File: src/rtl/uart_tx_arbiter.sv
// uart_tx_arbiter
//   Shares one UART byte transmitter between N_REQ byte sources. Requesters
//   are granted round-robin. The winner's byte is latched and a one-cycle
//   start is issued. The transmitter's busy window is then tracked until the
//   frame ends. Completed frames are counted. A transmitter that never raises
//   busy after a start is flagged with err, and that byte is dropped.
//
// Ports
//   clk         system clock, rising edge
//   rst         synchronous reset, active-high
//   req         per-requester request level, held until ack
//   req_data    byte for requester i on bits [8i+7:8i]
//   ack         one-hot one-cycle pulse: byte from requester i latched
//   tx_busy     busy flag from the UART transmitter
//   tx_start    one-cycle start pulse to the transmitter
//   tx_data     byte being transmitted, held until the next grant
//   grant_id    index of the current/last granted requester
//   state       0 IDLE, 1 START, 2 WAIT_BUSY, 3 WAIT_DONE
//   byte_count  completed frames, wrapping
//   done        one-cycle pulse when a frame completes
//   err         one-cycle pulse when tx_busy never rose after a start
//   idle        high while state is IDLE
module uart_tx_arbiter #(
  parameter int N_REQ         = 4,
  parameter int START_TIMEOUT = 16,
  parameter int CNT_W         = 14
) (
  input  logic               clk,
  input  logic               rst,
  input  logic [N_REQ-1:0]   req,
  input  logic [8*N_REQ-1:0] req_data,
  output logic [N_REQ-1:0]   ack,
  input  logic               tx_busy,
  output logic               tx_start,
  output logic [7:0]         tx_data,
  output logic [2:0]         grant_id,
  output logic [1:0]         state,
  output logic [CNT_W-1:0]   byte_count,
  output logic               done,
  output logic               err,
  output logic               idle
);

  localparam int TW = (START_TIMEOUT > 1) ? $clog2(START_TIMEOUT) : 1;

  typedef enum logic [1:0] {
    S_IDLE      = 2'd0,
    S_START     = 2'd1,
    S_WAIT_BUSY = 2'd2,
    S_WAIT_DONE = 2'd3
  } state_t;

  state_t           r_state, w_state;
  logic [2:0]       r_ptr, w_ptr;
  logic [TW-1:0]    r_timer, w_timer;
  logic [N_REQ-1:0] r_ack, w_ack;
  logic             r_tx_start, w_tx_start;
  logic [7:0]       r_tx_data, w_tx_data;
  logic [2:0]       r_grant_id, w_grant_id;
  logic [CNT_W-1:0] r_count, w_count;
  logic             r_done, w_done;
  logic             r_err, w_err;
  logic             r_idle, w_idle;

  // round-robin search
  logic             w_found;
  logic [2:0]       w_sel;
  logic [3:0]       w_sum;

  // First asserted request at or after the pointer, wrapping modulo N_REQ.
  always_comb begin
    w_found = 1'b0;
    w_sel   = '0;
    w_sum   = '0;
    for (int unsigned i = 0; i < N_REQ; i++) begin
      w_sum = {1'b0, r_ptr} + 4'(i);
      if (w_sum >= 4'(N_REQ)) w_sum = w_sum - 4'(N_REQ);
      if (!w_found && req[w_sum[2:0]]) begin
        w_found = 1'b1;
        w_sel   = w_sum[2:0];
      end
    end
  end

  always_comb begin
    w_state    = r_state;
    w_ptr      = r_ptr;
    w_timer    = r_timer;
    w_ack      = '0;
    w_tx_start = 1'b0;
    w_tx_data  = r_tx_data;
    w_grant_id = r_grant_id;
    w_count    = r_count;
    w_done     = 1'b0;
    w_err      = 1'b0;
    case (r_state)
      S_IDLE: begin
        if (!tx_busy && w_found) begin
          w_state        = S_START;
          w_tx_data      = req_data[8*w_sel +: 8];
          w_grant_id     = w_sel;
          w_ack[w_sel]   = 1'b1;
          w_tx_start     = 1'b1;
          w_ptr          = (w_sel == 3'(N_REQ - 1)) ? '0 : w_sel + 3'd1;
        end
      end
      S_START: begin
        w_timer = '0;
        w_state = S_WAIT_BUSY;
      end
      S_WAIT_BUSY: begin
        if (tx_busy) begin
          w_state = S_WAIT_DONE;
        end else if (r_timer == TW'(START_TIMEOUT - 1)) begin
          w_err   = 1'b1;
          w_state = S_IDLE;
        end else begin
          w_timer = r_timer + 1'b1;
        end
      end
      S_WAIT_DONE: begin
        if (!tx_busy) begin
          w_state = S_IDLE;
          w_done  = 1'b1;
          w_count = r_count + 1'b1;
        end
      end
      default: w_state = S_IDLE;
    endcase
    // idle is registered, so it follows the state being entered
    w_idle = (w_state == S_IDLE);
  end

  always_ff @(posedge clk) begin
    if (rst) begin
      r_state    <= S_IDLE;
      r_ptr      <= '0;
      r_timer    <= '0;
      r_ack      <= '0;
      r_tx_start <= 1'b0;
      r_tx_data  <= '0;
      r_grant_id <= '0;
      r_count    <= '0;
      r_done     <= 1'b0;
      r_err      <= 1'b0;
      r_idle     <= 1'b1;
    end else begin
      r_state    <= w_state;
      r_ptr      <= w_ptr;
      r_timer    <= w_timer;
      r_ack      <= w_ack;
      r_tx_start <= w_tx_start;
      r_tx_data  <= w_tx_data;
      r_grant_id <= w_grant_id;
      r_count    <= w_count;
      r_done     <= w_done;
      r_err      <= w_err;
      r_idle     <= w_idle;
    end
  end

  assign ack        = r_ack;
  assign tx_start   = r_tx_start;
  assign tx_data    = r_tx_data;
  assign grant_id   = r_grant_id;
  assign state      = r_state;
  assign byte_count = r_count;
  assign done       = r_done;
  assign err        = r_err;
  assign idle       = r_idle;

endmodule

File: config.mk
export PLATFORM = sky130hd
export DESIGN_NAME = uart_tx_arbiter
export DESIGN_NICKNAME = d
export VERILOG_FILES = /design/src/rtl/uart_tx_arbiter.sv
export SDC_FILE = /design/constraint.sdc
export NUM_CORES = 1
export LEC_CHECK = 0
export ABC_AREA = 1
export BUFFER_PORTS_ARGS = -buffer_cell sky130_fd_sc_hd__buf_2
export CAP_MARGIN = 20
export CORE_ASPECT_RATIO = 1.1
export CORE_MARGIN = 2
export CORE_UTILIZATION = 50
export CTS_BUF_LIST = sky130_fd_sc_hd__clkbuf_8
export DETAILED_ROUTE_END_ITERATION = 7
export PLACE_DENSITY = 0.88
export SLEW_MARGIN = 20
export SYNTH_ARGS = -nofsm -noshare
export SYNTH_HDL_FRONTEND = slang
export SYNTH_SLANG_ARGS = --single-unit
File: constraint.sdc
create_clock -name clk -period 2.6 [get_ports clk]
set_input_delay 0.26 -clock clk [delete_from_list [all_inputs] [get_ports clk]]
set_output_delay 0.26 -clock clk [all_outputs]
set_load 0.03 [all_outputs]
Yosys cells after proc, flatten, opt, wreduce, memory -nomap -nowiden

Cells that the tools add are included.

$add $sub $neg: 10
$lt $le $gt $ge: 10
Muxes and demuxes: 34
Eq/ne operators: 7
Reductions and logical operators: 19
Bitwise gates (word level): 5
Shift operators: 1

Operators by type and width:

| operator                | count |
|---|---|
| $shiftx A32 B7 Y8       | 1 |
| $mux W3                 | 9 |
| $lt A3 B3 Y1 const B    | 5 |
| $add A14 B1 Y14 const B | 1 |
| $ge A4 B3 Y1 const B    | 3 |
| $mux W1                 | 12 |
| $sub A3 B3 Y3 const B   | 4 |
| $add A3 B2 Y4 const B   | 2 |
| $bmux W1 S2             | 4 |
| $mux W2                 | 4 |
| $mux W4                 | 2 |
| $pmux W2 S4             | 1 |
| $pmux W4 S2             | 1 |
| $reduce_or A3 Y1        | 2 |
| $logic_and A1 B1 Y1     | 5 |
| $not A1 Y1              | 5 |
| $add A3 B1 Y4 const B   | 1 |
| $add A4 B1 Y4 const B   | 1 |
| $eq A2 B2 Y1 const B    | 2 |
| $eq A4 B4 Y1 const B    | 1 |
| $logic_not A1 Y1        | 4 |
| $logic_not A2 Y1        | 2 |
| $ne A2 B2 Y1 const B    | 2 |
| $reduce_and A2 Y1       | 2 |
| 9 further kinds         | 10 |

Output and inout port bits: 35
Bits of input ports: 39
Register bits after elaboration: 42
Word-level logic and storage cells: 97

Longest topological paths before layout

Gate-level depths: netlist (run 1).

Depth in word-level cells: 18
Mapped depth: 16
Mapped depth without buffers: 16

Worst setup path before layout (run 1)

No wires, ideal clock.

Path kind: register to register
Start point: reg r_ptr[0]
End point: reg r_ptr[1]
Clock period less this slack: 2.295 ns
Setup slack: 0.305 ns
Arrival: 2.175 ns
Data required time: 2.480 ns
Library setup time: 0.120 ns
Stages on the path, launching flop included: 15
Buffers on the path: 1
Path through: dfxtp_1 -> inv_2 -> ha_1 -> inv_1 -> nand3_2 -> nand2_4 -> nor2_2 -> nor2_2 -> nand2_4 -> nand2_4 -> buf_6 -> inv_1 -> ha_1 -> o21ai_0 -> a21oi_1

Cells in the longest elaborated chain, start to end: 16
Elaborated cells on any way between the ends: 42
Classes of those cells: add/sub (8); order compare (4); eq/ne (1); mux (21); reduce/logical (8)

RTL lines:

| what                                                                   | RTL line | text |
|---|---|---|
| from (decl)                                                            | 54       | `logic [2:0] r_ptr, w_ptr;` |
| from (signal assigned)                                                 | 149      | `r_ptr <= w_ptr;` |
| parallel branches: the longest is 13 deep, another holds $add A3 B1 Y4 | n/a      |  |
| $mux W3 (*)                                                            | 78       | `if (!w_found && req[w_sum[2:0]]) begin` |
| named net w_sel[0]                                                     | 67       | `logic [2:0] w_sel;` |
| $add A3 B1 Y3 / $eq A3 B2 Y1 (equally long branches)                   | 104      | `w_ptr = (w_sel == 3'(N_REQ - 1)) ? '0 : w_sel + 3'd1;` |
| $mux W3 (*)                                                            | 104      |  |

Mark *: on every way through the listed nets, which the timed path passes. The select of a mux whose other input is x is not followed.
A chain may end at the register's enable or synchronous reset.

Worst setup path in the final report (run 1)

Start point: reg r_ptr[1]
End point: reg r_ptr[1]

Same word-level chain as after synthesis.

==> metrics.log, run 1 <==
INFO  metric run_status = finished, final reports clean
INFO  metric post-dp-hpwl = 4.38 mm
INFO  metric wirelength = 5.95 mm
INFO  metric detail_route.drc_violations = 0
INFO  metric vdd_drop_max = 755 µV
INFO  metric grt_max_degree = 23
INFO  metric ys_warn_count = 0
INFO  metric insertion_delay = 0.30 ns
INFO  metric detailedRoute.firstIterationViolations = 140
INFO  metric worstSetupEndpointType = register
INFO  metric fp.dieW = 71.5 µm
INFO  metric layout.nets = 496
INFO  metric area_growth_syn_to_fin = 20.9%
INFO  metric async_flop_share = 0%
INFO  metric globalRouteTotalUtil = 22.0%
INFO  metric drv_slew = 0
INFO  metric place_congestion = 0.853
INFO  metric finalCritPeriodShare = 90.3%
INFO  metric synth_cell_types = 34
INFO  metric path_max_fanout = 19
INFO  metric p_per_area = 1080 mW/mm²
INFO  metric layout_min_cycle_time = 2.35 ns
INFO  metric chipHeight = 78.2 µm
INFO  metric cts_buffer_depth = 2
INFO  metric final.setup.tns = 0 ns
INFO  metric clock_sinks = 42
INFO  metric drt-vias-per-instance = 5.04
INFO  metric synth_edf_count = 0
INFO  metric first_global_vias = 2319
INFO  metric die_area = 0.00559 mm²
INFO  metric initial_core_util = 50.8%
INFO  metric finalSetupViolations = 0
INFO  metric clock-skew-final = 0.00548 ns
INFO  metric ys_seq_elements = 42
INFO  metric grt_pass1_wl = 9.88 mm
INFO  metric average_footprint_of_a_synthesized_cell = 6.72 µm²
INFO  metric synthesis.area = 0.00250 mm²
INFO  metric antenna_found_initial = 0
INFO  metric place_ws = 0.209 ns
INFO  metric layout.cells.most_common = nand2_1
INFO  metric rsz0062_at_grt = false
INFO  metric cts_inserted_buffers = 5
INFO  metric cts.repair.resized = 0
INFO  metric port_buffers = 73
INFO  metric critical_path_required = 2.78 ns
INFO  metric mostFrequentLayoutCells = nand2_1 (84), buf_2 (73), inv_1 (63)
INFO  metric total_via_count_in_the_routed_design = 2560
INFO  metric placeableCoreArea = 0.00493 mm²
INFO  metric core.rowCount = 27
INFO  metric final.hold.worst_slack = 0.288 ns
INFO  metric htree_levels = 2
INFO  metric cts.repair_timing.setup_buffer_count = 0
INFO  metric drtPass1Iterations = 4
INFO  metric crit_arrival = 2.53 ns
INFO  metric antenna-diode-count = 0
INFO  metric crit_type = register to register
INFO  metric globalRouteOverflowTotal = 0
INFO  metric final_layout_size_suffix_gt1_share = 28.4%
INFO  metric hold_viol_final = 0
INFO  metric clock_pin_slew_reported_for_the_worst_setup_and_hold_paths_after_clock_tree_synthesis = 0.08 ns
INFO  metric p_leak = 1.59 nW
INFO  metric max_clock_freq = 426 MHz
INFO  metric final.setup.worst_slack = 0.251 ns
INFO  metric netlist_instances = 373
INFO  metric synth_nets = 420
INFO  metric final_antenna_net_count = 0
INFO  metric tightest_slew = 0.469 ns
INFO  metric seq_area_frac_synth = 33.6%
INFO  metric cp-start-kind = register
INFO  metric timing.slew.headroom = 68.7%
INFO  metric cts_hold_repair.buffers = 0
INFO  metric design.portCount = 74
INFO  metric cts.root.buffer_cell = clkbuf_8
INFO  metric route.detailed.wl_per_inst = 11.7 µm
INFO  metric max_cap_viol_count = 0
INFO  metric worst_hold_path_type = input port to register
INFO  metric tritoncts = built
INFO  metric synth-main-ff-cell = dfxtp_1
-- critical path: stages, from the launching register on --
cell     delay [ns]
dfxtp_2        0.39
inv_2          0.10
ha_1           0.33
inv_1          0.12
nand3_2        0.10
nand2_4        0.10
nor2_2         0.05
nor2_2         0.12
nand2_4        0.07
nand2_4        0.20
inv_1          0.14
ha_1           0.30
o21ai_0        0.15
a21oi_1        0.05
-- flip-flops by register name (all words and copies together), names as in the netlist --
signal	cells
tx_data	8
r_timer	4
byte_count	14
state	2
grant_id	3
err	1
r_ptr	3
done	1
tx_start	1
ack	4
idle	1
-- logic make-up (layout without fill, tap and decap cells) --
kind of cell	count (synthesis)	in the layout	share of synthesized area, %
fa+ha+maj	8	8	4.00
xor+xnor	3	3	1.05
simple gates	202	202	38.8
compound gates	43	43	10.5
buf+inv	75	152	12.1
flops	42	42	33.6
-- Yosys cell counts (5+ instances only) --
library cell / count / area, µm²
dfxtp_1: 42 / 841
a21oi_2: 9 / 78.8
inv_2: 6 / 22.5
inv_1: 61 / 229
o21ai_0: 8 / 40.0
nand4_1: 7 / 43.8
nand2_1: 84 / 315
nor3_1: 6 / 30.0
nand2_2: 13 / 81.3
a21oi_1: 19 / 95.1
ha_1: 8 / 100
nor2_1: 28 / 105
nand3_1: 46 / 230
nand3_2: 5 / 50.1
-- final timing paths --
kind                                              start                    endpoint  slack, ns  cells after the start
worst min register to register  tx_data[7]$_SDFFE_PP0P_     tx_data[7]$_SDFFE_PP0P_       0.48                      2
worst min-delay path                            tx_busy  byte_count[2]$_SDFFE_PP0P_       0.29                      4
worst max register to register    r_ptr[1]$_SDFFE_PP0P_       r_ptr[1]$_SDFFE_PP0P_       0.25                     13
worst max-delay path              r_ptr[1]$_SDFFE_PP0P_       r_ptr[1]$_SDFFE_PP0P_       0.25                     13
-- per-stage QoR --
step	total power [mW]	instances	utilization [%]	cell area, µm²
3_3_place_gp	2.70	500	59.2	2920
2_1_floorplan	2.35	373	-	2500
6_report	3.27	508	61.4	3030
3_5_place_dp	2.76	500	59.2	2920
4_1_cts	3.28	508	61.4	3030
5_1_grt	3.53	508	61.4	3030
-- per-layer routing --
metal / GRT usage (%) / wire, µm
met3: 5.78 / 395
met2: 38.8 / 2870
met4: 7.36 / 133
met1: 25.5 / 2540
met5: 0 / 0
-- area by class of cell --
cell class,count,area (µm²)
Fill cell,436,1900
Multi-Input combinational cell,256,1360
Sequential cell,42,842
Timing Repair Buffer,77,395
Inverter,67,251
Tap cell,58,72.6
Clock buffer,5,68.8
Clock inverter,3,37.5
-- where the power goes --
| part | switching [mW] | total [mW] | internal [mW] |
|---|---|---|---|
| logic | 1.33 | 1.94 | 0.608 |
| registers | 0.0718 | 0.836 | 0.765 |
| clock network | 0.219 | 0.498 | 0.279 |
(Power assumes the default switching activity.)
==> run 2, diff against run 1 <==
--- a/config.mk
+++ b/config.mk
@@ -14,6 +14,7 @@
 export CTS_BUF_LIST = sky130_fd_sc_hd__clkbuf_8
 export DETAILED_ROUTE_END_ITERATION = 7
 export PLACE_DENSITY = 0.88
+export RECOVER_POWER = 50
 export SLEW_MARGIN = 20
 export SYNTH_ARGS = -nofsm -noshare
 export SYNTH_HDL_FRONTEND = slang
==> run 2 against run 1 <==
Effect of this change:
- critical path depth did not move
- final cell count stayed put
- global-route usage is the same
- sequential share of layout area rose by 0.40 points
- sequential power rose by 0.6%
- first-iteration DRC count up 31%
- core utilization fell by 0.86 points
- critical path type unchanged
- critical endpoint unchanged
==> metrics.log, run 2 (synthesis gave the netlist of run 1 again) <==
INFO  metric run_status = finished, final reports clean
INFO  metric mostFrequentLayoutCells = nand2_1 (84), inv_1 (63), nand3_1 (46)
INFO  metric globalRouteTotalUtil = 22.0% (unchanged)
INFO  metric detailedRoute.firstIterationViolations = 184 (+31%)
INFO  metric p_per_area = 1090 mW/mm² (+0.83%)
INFO  metric finalSetupViolations = 0 (unchanged)
INFO  metric port_buffers = 73 (unchanged)
INFO  metric worstSetupEndpoint = r_ptr[1]$_SDFFE_PP0P_
INFO  metric cts_hold_repair.buffers = 0 (unchanged)
INFO  metric max_cap_viol_count = 0 (unchanged)
INFO  metric antenna-diode-count = 0 (unchanged)
INFO  metric finalCritPeriodShare = 90.5% (+0.16 points)
INFO  metric route.detailed.wl_per_inst = 11.7 µm (+0.29%)
INFO  metric critical_path.n_buffers_inverters = 3 (unchanged)
INFO  metric antenna_found_initial = 0 (unchanged)
INFO  metric design_area = 0.00299 mm² (-1.4%)
INFO  metric clock_sinks = 42 (unchanged)
INFO  metric cts.repair.resized = 0 (unchanged)
INFO  metric wirelength = 5.96 mm (+0.29%)
INFO  metric path_max_fanout = 19 (unchanged)
INFO  metric hold_viol_final = 0 (unchanged)
INFO  metric rr_worst_depth = 13 (unchanged)
INFO  metric area_growth_syn_to_fin = 19.2%
INFO  metric layout.cells.most_common = nand2_1
INFO  metric clock-skew-final = 0.00441 ns (-0.00106 ns)
INFO  metric first_global_vias = 2319 (unchanged)
INFO  metric cts.repair_timing.setup_buffer_count = 0 (unchanged)
INFO  metric startpoint_of_the_lowest_slack_register_to_register_path = r_ptr[1]$_SDFFE_PP0P_
INFO  metric crit_type = register to register
INFO  metric critical_path_required = 2.78 ns (about the same)
INFO  metric crit_arrival = 2.54 ns (about the same)
INFO  metric critical-path-top-cell-by-count = nand2_4
INFO  metric grt_pass1_wl = 9.88 mm (unchanged)
INFO  metric design.portCount = 74 (unchanged)
INFO  metric regToRegSetupSlack = 0.25 ns (about the same)
INFO  metric tritoncts = built
INFO  metric clock_pin_slew_reported_for_the_worst_setup_and_hold_paths_after_clock_tree_synthesis = 0.08 ns (about the same)
INFO  metric cells_traversed_along_the_worst_timing_path = inv_2, ha_1, inv_1, nand3_2, nand2_4, nor2_2, nor2_2, nand2_4, nand2_4, inv_1, ha_1, o21ai_0, a21oi_1
INFO  metric critical_path.startpoint = r_ptr[1]$_SDFFE_PP0P_
INFO  metric cts_buffer_depth = 2 (unchanged)
INFO  metric initial_core_util = 50.8% (unchanged)
INFO  metric globalRouteOverflowTotal = 0 (unchanged)
INFO  metric htree_levels = 2 (unchanged)
INFO  metric die_area = 0.00559 mm² (unchanged)
INFO  metric critical_path.slowest_cell = dfxtp_2
INFO  metric drt-vias-per-instance = 5.03 (-0.12%)
INFO  metric max_clock_freq = 425 MHz (-0.18%)
INFO  metric fp.dieW = 71.5 µm (unchanged)
INFO  metric insertion_delay = 0.30 ns (about the same)
INFO  metric worst_r2r_endpoint = r_ptr[1]$_SDFFE_PP0P_
INFO  metric drtPass1Iterations = 4 (unchanged)
INFO  metric vdd_drop_max = 743 µV (-1.5%)
INFO  metric top_family_by_delay_on_critical_path = simple AND/OR/NAND/NOR gates
INFO  metric placement.cell_area = 0.00292 mm² (unchanged)
INFO  metric final.setup.tns = 0 ns (unchanged)
INFO  metric post-dp-hpwl = 4.38 mm (unchanged)
INFO  metric detail_route.drc_violations = 0 (unchanged)
INFO  metric max_stage_delay = 0.39 ns (about the same)
INFO  metric worstSetupEndpointType = register
INFO  metric place_congestion = 0.853 (unchanged)
INFO  metric chipHeight = 78.2 µm (unchanged)
INFO  metric flip_flop_count_of_the_largest_register_all_copies_and_words_added = 14 (unchanged)
INFO  metric core.rowCount = 27 (unchanged)
INFO  metric final_antenna_net_count = 0 (unchanged)
INFO  metric layout.nets = 496 (unchanged)
INFO  metric cts_inserted_buffers = 5 (unchanged)
INFO  metric cp-start-kind = register
INFO  metric power.total = 3.26 mW (-0.58%)
INFO  metric tightest_slew = 0.454 ns (-0.0143 ns)
INFO  metric final.hold.worst_slack = 0.300 ns (+0.0112 ns)
INFO  metric cp_num_cells = 13 (unchanged)
INFO  metric rsz0062_at_grt = false
INFO  metric p_leak = 1.46 nW (-8.3%)
INFO  metric cts.root.buffer_cell = clkbuf_8
INFO  metric final_layout_size_suffix_gt1_share = 21.1% (-7.3 points)
INFO  metric grt_max_degree = 23 (unchanged)
INFO  metric drv_slew = 0 (unchanged)
INFO  metric worst_hold_path_type = input port to register
INFO  metric total_via_count_in_the_routed_design = 2557 (-0.12%)
INFO  metric layout_min_cycle_time = 2.35 ns (+0.00422 ns)
INFO  metric placeableCoreArea = 0.00493 mm² (unchanged)
INFO  metric timing.slew.headroom = 69.7% (+0.95 points)
==> run 2: cell types whose count changed in the layout (fill, tap and decap cells not counted) <==
| cell | delta |
|---|---|
| buf_2 | -32 |
| clkbuf_1 | +32 |
| nor2_1 | +1 |
| nor2_2 | -1 |
==> run 2: how the worst min path moves through the flow <==
stage	end	startpoint	slack, ns	cells after the start
final	err$_SDFF_PP0_	tx_busy	0.30	4
after global routing	state[0]$_SDFF_PP0_	tx_busy	0.32	3
after CTS	byte_count[2]$_SDFFE_PP0P_	tx_busy	0.28	4
after detailed placement	tx_data[7]$_SDFFE_PP0P_	tx_data[7]$_SDFFE_PP0P_	0.46	2
after global placement	grant_id[0]$_SDFFE_PP0P_	grant_id[0]$_SDFFE_PP0P_	0.45	2
after floorplan	state[1]$_SDFF_PP0_	rst	0.34	1
==> run 2: worst min-delay path, cell delays in order <==
cell and delay, ns:
buf_2 0.11, inv_1 0.07, nand3_1 0.08, nor2_1 0.04
==> run 2: layer usage <==
layer  track usage (%)  part of all wire [%]  wire (µm)  vias up
li1                  -                     -          -     1327
met1              25.5                    44       2600     1141
met2              38.8                    48       2860       77
met3              5.78                   6.1        366       12
met4              7.36                   2.3        135        0
met5                 0                     0          0        -
==> run 2: final cells by class <==
type / count / area (µm²)
fillers: 455 / 1950
multi-input cells: 256 / 1360
flip-flops and latches: 42 / 842
repair buffers: 77 / 355
inverters: 67 / 251
well taps: 58 / 72.6
clock buffers: 5 / 68.8
clock inverters: 3 / 37.5
==> run 2: through the flow <==
stage	instances	setup WS (ns)	utilization, %
finish	508	0.247	60.6
global route	508	0.0708	60.6
CTS	508	0.177	61.4
detailed placement	500	0.209	59.2
global placement	500	0.274	59.2
floorplan	373	0.305	-
==> run 2: report_power, final <==
part / internal (mW) / total (mW) / switching [mW]
clock: 0.279 / 0.500 / 0.221
sequential: 0.765 / 0.841 / 0.0762
combinational: 0.580 / 1.91 / 1.33
==> run 3, diff against run 2 <==
--- a/config.mk
+++ b/config.mk
@@ -15,6 +15,7 @@
 export DETAILED_ROUTE_END_ITERATION = 7
 export PLACE_DENSITY = 0.88
 export RECOVER_POWER = 50
+export SETUP_SLACK_MARGIN = 0.4
 export SLEW_MARGIN = 20
 export SYNTH_ARGS = -nofsm -noshare
 export SYNTH_HDL_FRONTEND = slang
==> run 3 against run 2 <==
Effect of this change:
- sequential share of layout area hardly changed
- clock power decreased by 19%
- register-to-register slack improved by 0.28 ns
- die area stayed put
- combinational power increased by 2%
- non-clock buffer count grew 1
- clock skew grew 0.0029 ns
- largest power group unchanged
==> metrics.log, run 3 (synthesis gave the netlist of run 1 again) <==
INFO  metric run_status = finished, final reports clean
INFO  metric total_via_count_in_the_routed_design = 2592 (+1.4%)
INFO  metric antenna_found_initial = 0 (unchanged)
INFO  metric crit_arrival = 2.25 ns (-0.29 ns)
INFO  metric detailedRoute.firstIterationViolations = 175 (-4.9%)
INFO  metric max_clock_freq = 482 MHz (+14%)
INFO  metric drtPass1Iterations = 4 (unchanged)
INFO  metric globalRouteOverflowTotal = 0 (unchanged)
INFO  metric place_congestion = 0.850 (-0.28%)
INFO  metric final.setup.worst_slack = 0.527 ns (+0.281 ns)
INFO  metric multi_input_comb_area = 0.00139 mm² (+2.1%)
INFO  metric layout_min_cycle_time = 2.07 ns (-0.281 ns)
INFO  metric worstSetupEndpointType = register
INFO  metric initial_core_util = 50.8% (unchanged)
INFO  metric place_ws = 0.187 ns (-0.0214 ns)
INFO  metric final_layout_size_suffix_gt1_share = 21.7% (+0.62 points)
INFO  metric antenna-diode-count = 0 (unchanged)
INFO  metric insertion_delay = 0.30 ns (about the same)
INFO  metric flip_flop_count_of_the_largest_register_all_copies_and_words_added = 14 (unchanged)
INFO  metric chipHeight = 78.2 µm (unchanged)
INFO  metric tritoncts = built
INFO  metric globalRoute.busiestLayer = met2
INFO  metric cts_buffer_depth = 2 (unchanged)
INFO  metric post-dp-hpwl = 4.42 mm (+0.88%)
INFO  metric use_met3 = 4.36% (-1.4 points)
INFO  metric final.hold.worst_slack = 0.324 ns (+0.0241 ns)
INFO  metric final.setup.tns = 0 ns (unchanged)
INFO  metric first_global_vias = 2305 (-0.60%)
INFO  metric fp.dieW = 71.5 µm (unchanged)
INFO  metric hold_viol_final = 0 (unchanged)
INFO  metric use_met1 = 25.6% (+0.10 points)
INFO  metric grt_use_met2 = 37.2% (-1.6 points)
INFO  metric tightest_slew = 1.18 ns (+0.724 ns)
INFO  metric p_leak = 1.45 nW (-0.47%)
INFO  metric clock-skew-final = 0.00734 ns (+0.00293 ns)
INFO  metric finalCritPeriodShare = 79.7% (-11 points)
INFO  metric layout.nets = 497 (+0.20%)
INFO  metric max_stage_delay = 0.38 ns (about the same)
INFO  metric grt_pass1_wl = 9.67 mm (-2.1%)
INFO  metric cts_inserted_buffers = 5 (unchanged)
INFO  metric cp-start-kind = register
INFO  metric power.total = 3.21 mW (-1.4%)
INFO  metric design.portCount = 74 (unchanged)
INFO  metric finalSetupViolations = 0 (unchanged)
INFO  metric critical_path_required = 2.78 ns (about the same)
INFO  metric fillers = 424 (-6.8%)
INFO  metric regToRegSetupSlack = 0.53 ns (+0.28 ns)
INFO  metric globalRouteTotalUtil = 21.1% (-0.85 points)
INFO  metric clock_sinks = 42 (unchanged)
INFO  metric max_cap_viol_count = 0 (unchanged)
INFO  metric p_per_area = 1070 mW/mm² (-2.2%)
INFO  metric timing.slew.headroom = 21.5% (-48 points)
INFO  metric htree_levels = 2 (unchanged)
INFO  metric grt_max_degree = 23 (unchanged)
INFO  metric path_max_fanout = 15 (-4)
INFO  metric whs_path_depth = 4 (unchanged)
INFO  metric route.detailed.wl_per_inst = 11.5 µm (-1.9%)
INFO  metric cells_traversed_along_the_worst_timing_path = inv_4, ha_4, inv_1, nand3_2, nand2_4, nand2_2, nor2_2, nand3_1, nand2_1, inv_2, nand2_8, inv_2, nand2_1, inv_2, nand2_1, nor2_1
INFO  metric final_antenna_net_count = 0 (unchanged)
INFO  metric vdd_drop_max = 623 µV (-16%)
INFO  metric cts.root.buffer_cell = clkbuf_8
INFO  metric worst_hold_path_type = input port to register
INFO  metric critical_path.slowest_cell = dfxtp_4
INFO  metric drt-vias-per-instance = 5.09 (+1.2%)
INFO  metric crit_type = register to register
INFO  metric detail_route.drc_violations = 0 (unchanged)
INFO  metric rr_worst_depth = 16 (+3)
INFO  metric final-seq-area = 848 µm² (+0.74%)
INFO  metric placeableCoreArea = 0.00493 mm² (unchanged)
INFO  metric rsz0062_at_grt = true
INFO  metric clock_pin_slew_reported_for_the_worst_setup_and_hold_paths_after_clock_tree_synthesis = 0.08 ns (about the same)
INFO  metric layout.cells.most_common = nand2_1
INFO  metric mostFrequentLayoutCells = nand2_1 (84), inv_1 (62), nand3_1 (46)
INFO  metric drv_slew = 0 (unchanged)
INFO  metric wirelength = 5.86 mm (-1.7%)
INFO  metric core.rowCount = 27 (unchanged)
INFO  metric port_buffers = 73 (unchanged)
INFO  metric area_growth_syn_to_fin = 20.2%
INFO  metric die_area = 0.00559 mm² (unchanged)
INFO  metric cts_hold_repair.buffers = 0 (unchanged)
[run 3: final timing paths]
check	from	endpoint
max	r_ptr[1]$_SDFFE_PP0P_	ack[1]$_SDFF_PP0_
min	tx_busy	err$_SDFF_PP0_
min reg2reg	grant_id[0]$_SDFFE_PP0P_	grant_id[0]$_SDFFE_PP0P_
max reg2reg	r_ptr[1]$_SDFFE_PP0P_	ack[1]$_SDFF_PP0_
[run 3: layer usage]
metal  vias to the layer above  part of all wire [%]
met5                         -                     0
met4                         0                   1.8
met3                        10                   6.2
met2                        92                    49
met1                      1159                    43
li1                       1331                     -
[run 3: power by group]
group	switching, mW	internal (mW)
combinational	1.33	0.620
clock	0.219	0.185
sequential	0.0881	0.771
total	1.63	1.58
[run 3: area by class of cell]
class,count,area share [%]
Clock buffer,5,2.29
Multi-Input combinational cell,256,46.1
Clock inverter,3,0.582
Sequential cell,42,28.2
Tap cell,58,2.41
Inverter,67,8.52
Timing Repair Buffer,78,11.9
[run 3: through the flow]
stage	instances	utilization (%)	cell area, µm²
global placement	499	59.4	2930
floorplan	373	-	2520
global route	509	61.0	3010
CTS	509	61.5	3030
finish	509	61.0	3010
detailed placement	499	59.4	2930
[run 3: repair_timing]
item | CTS | global route
gates resized for setup | 1 | 6
setup endpoints to repair | 19 | 18
pin swaps | 1 | 1
buffers inserted | 2 | 0
[run 3: critical path: cells and delay by family (launching register included)]
kind / cells / cell delay (ns)
fa+ha+maj: 1 / 0.22
buf+inv: 5 / 0.43
flops: 1 / 0.38
simple gates: 10 / 0.93
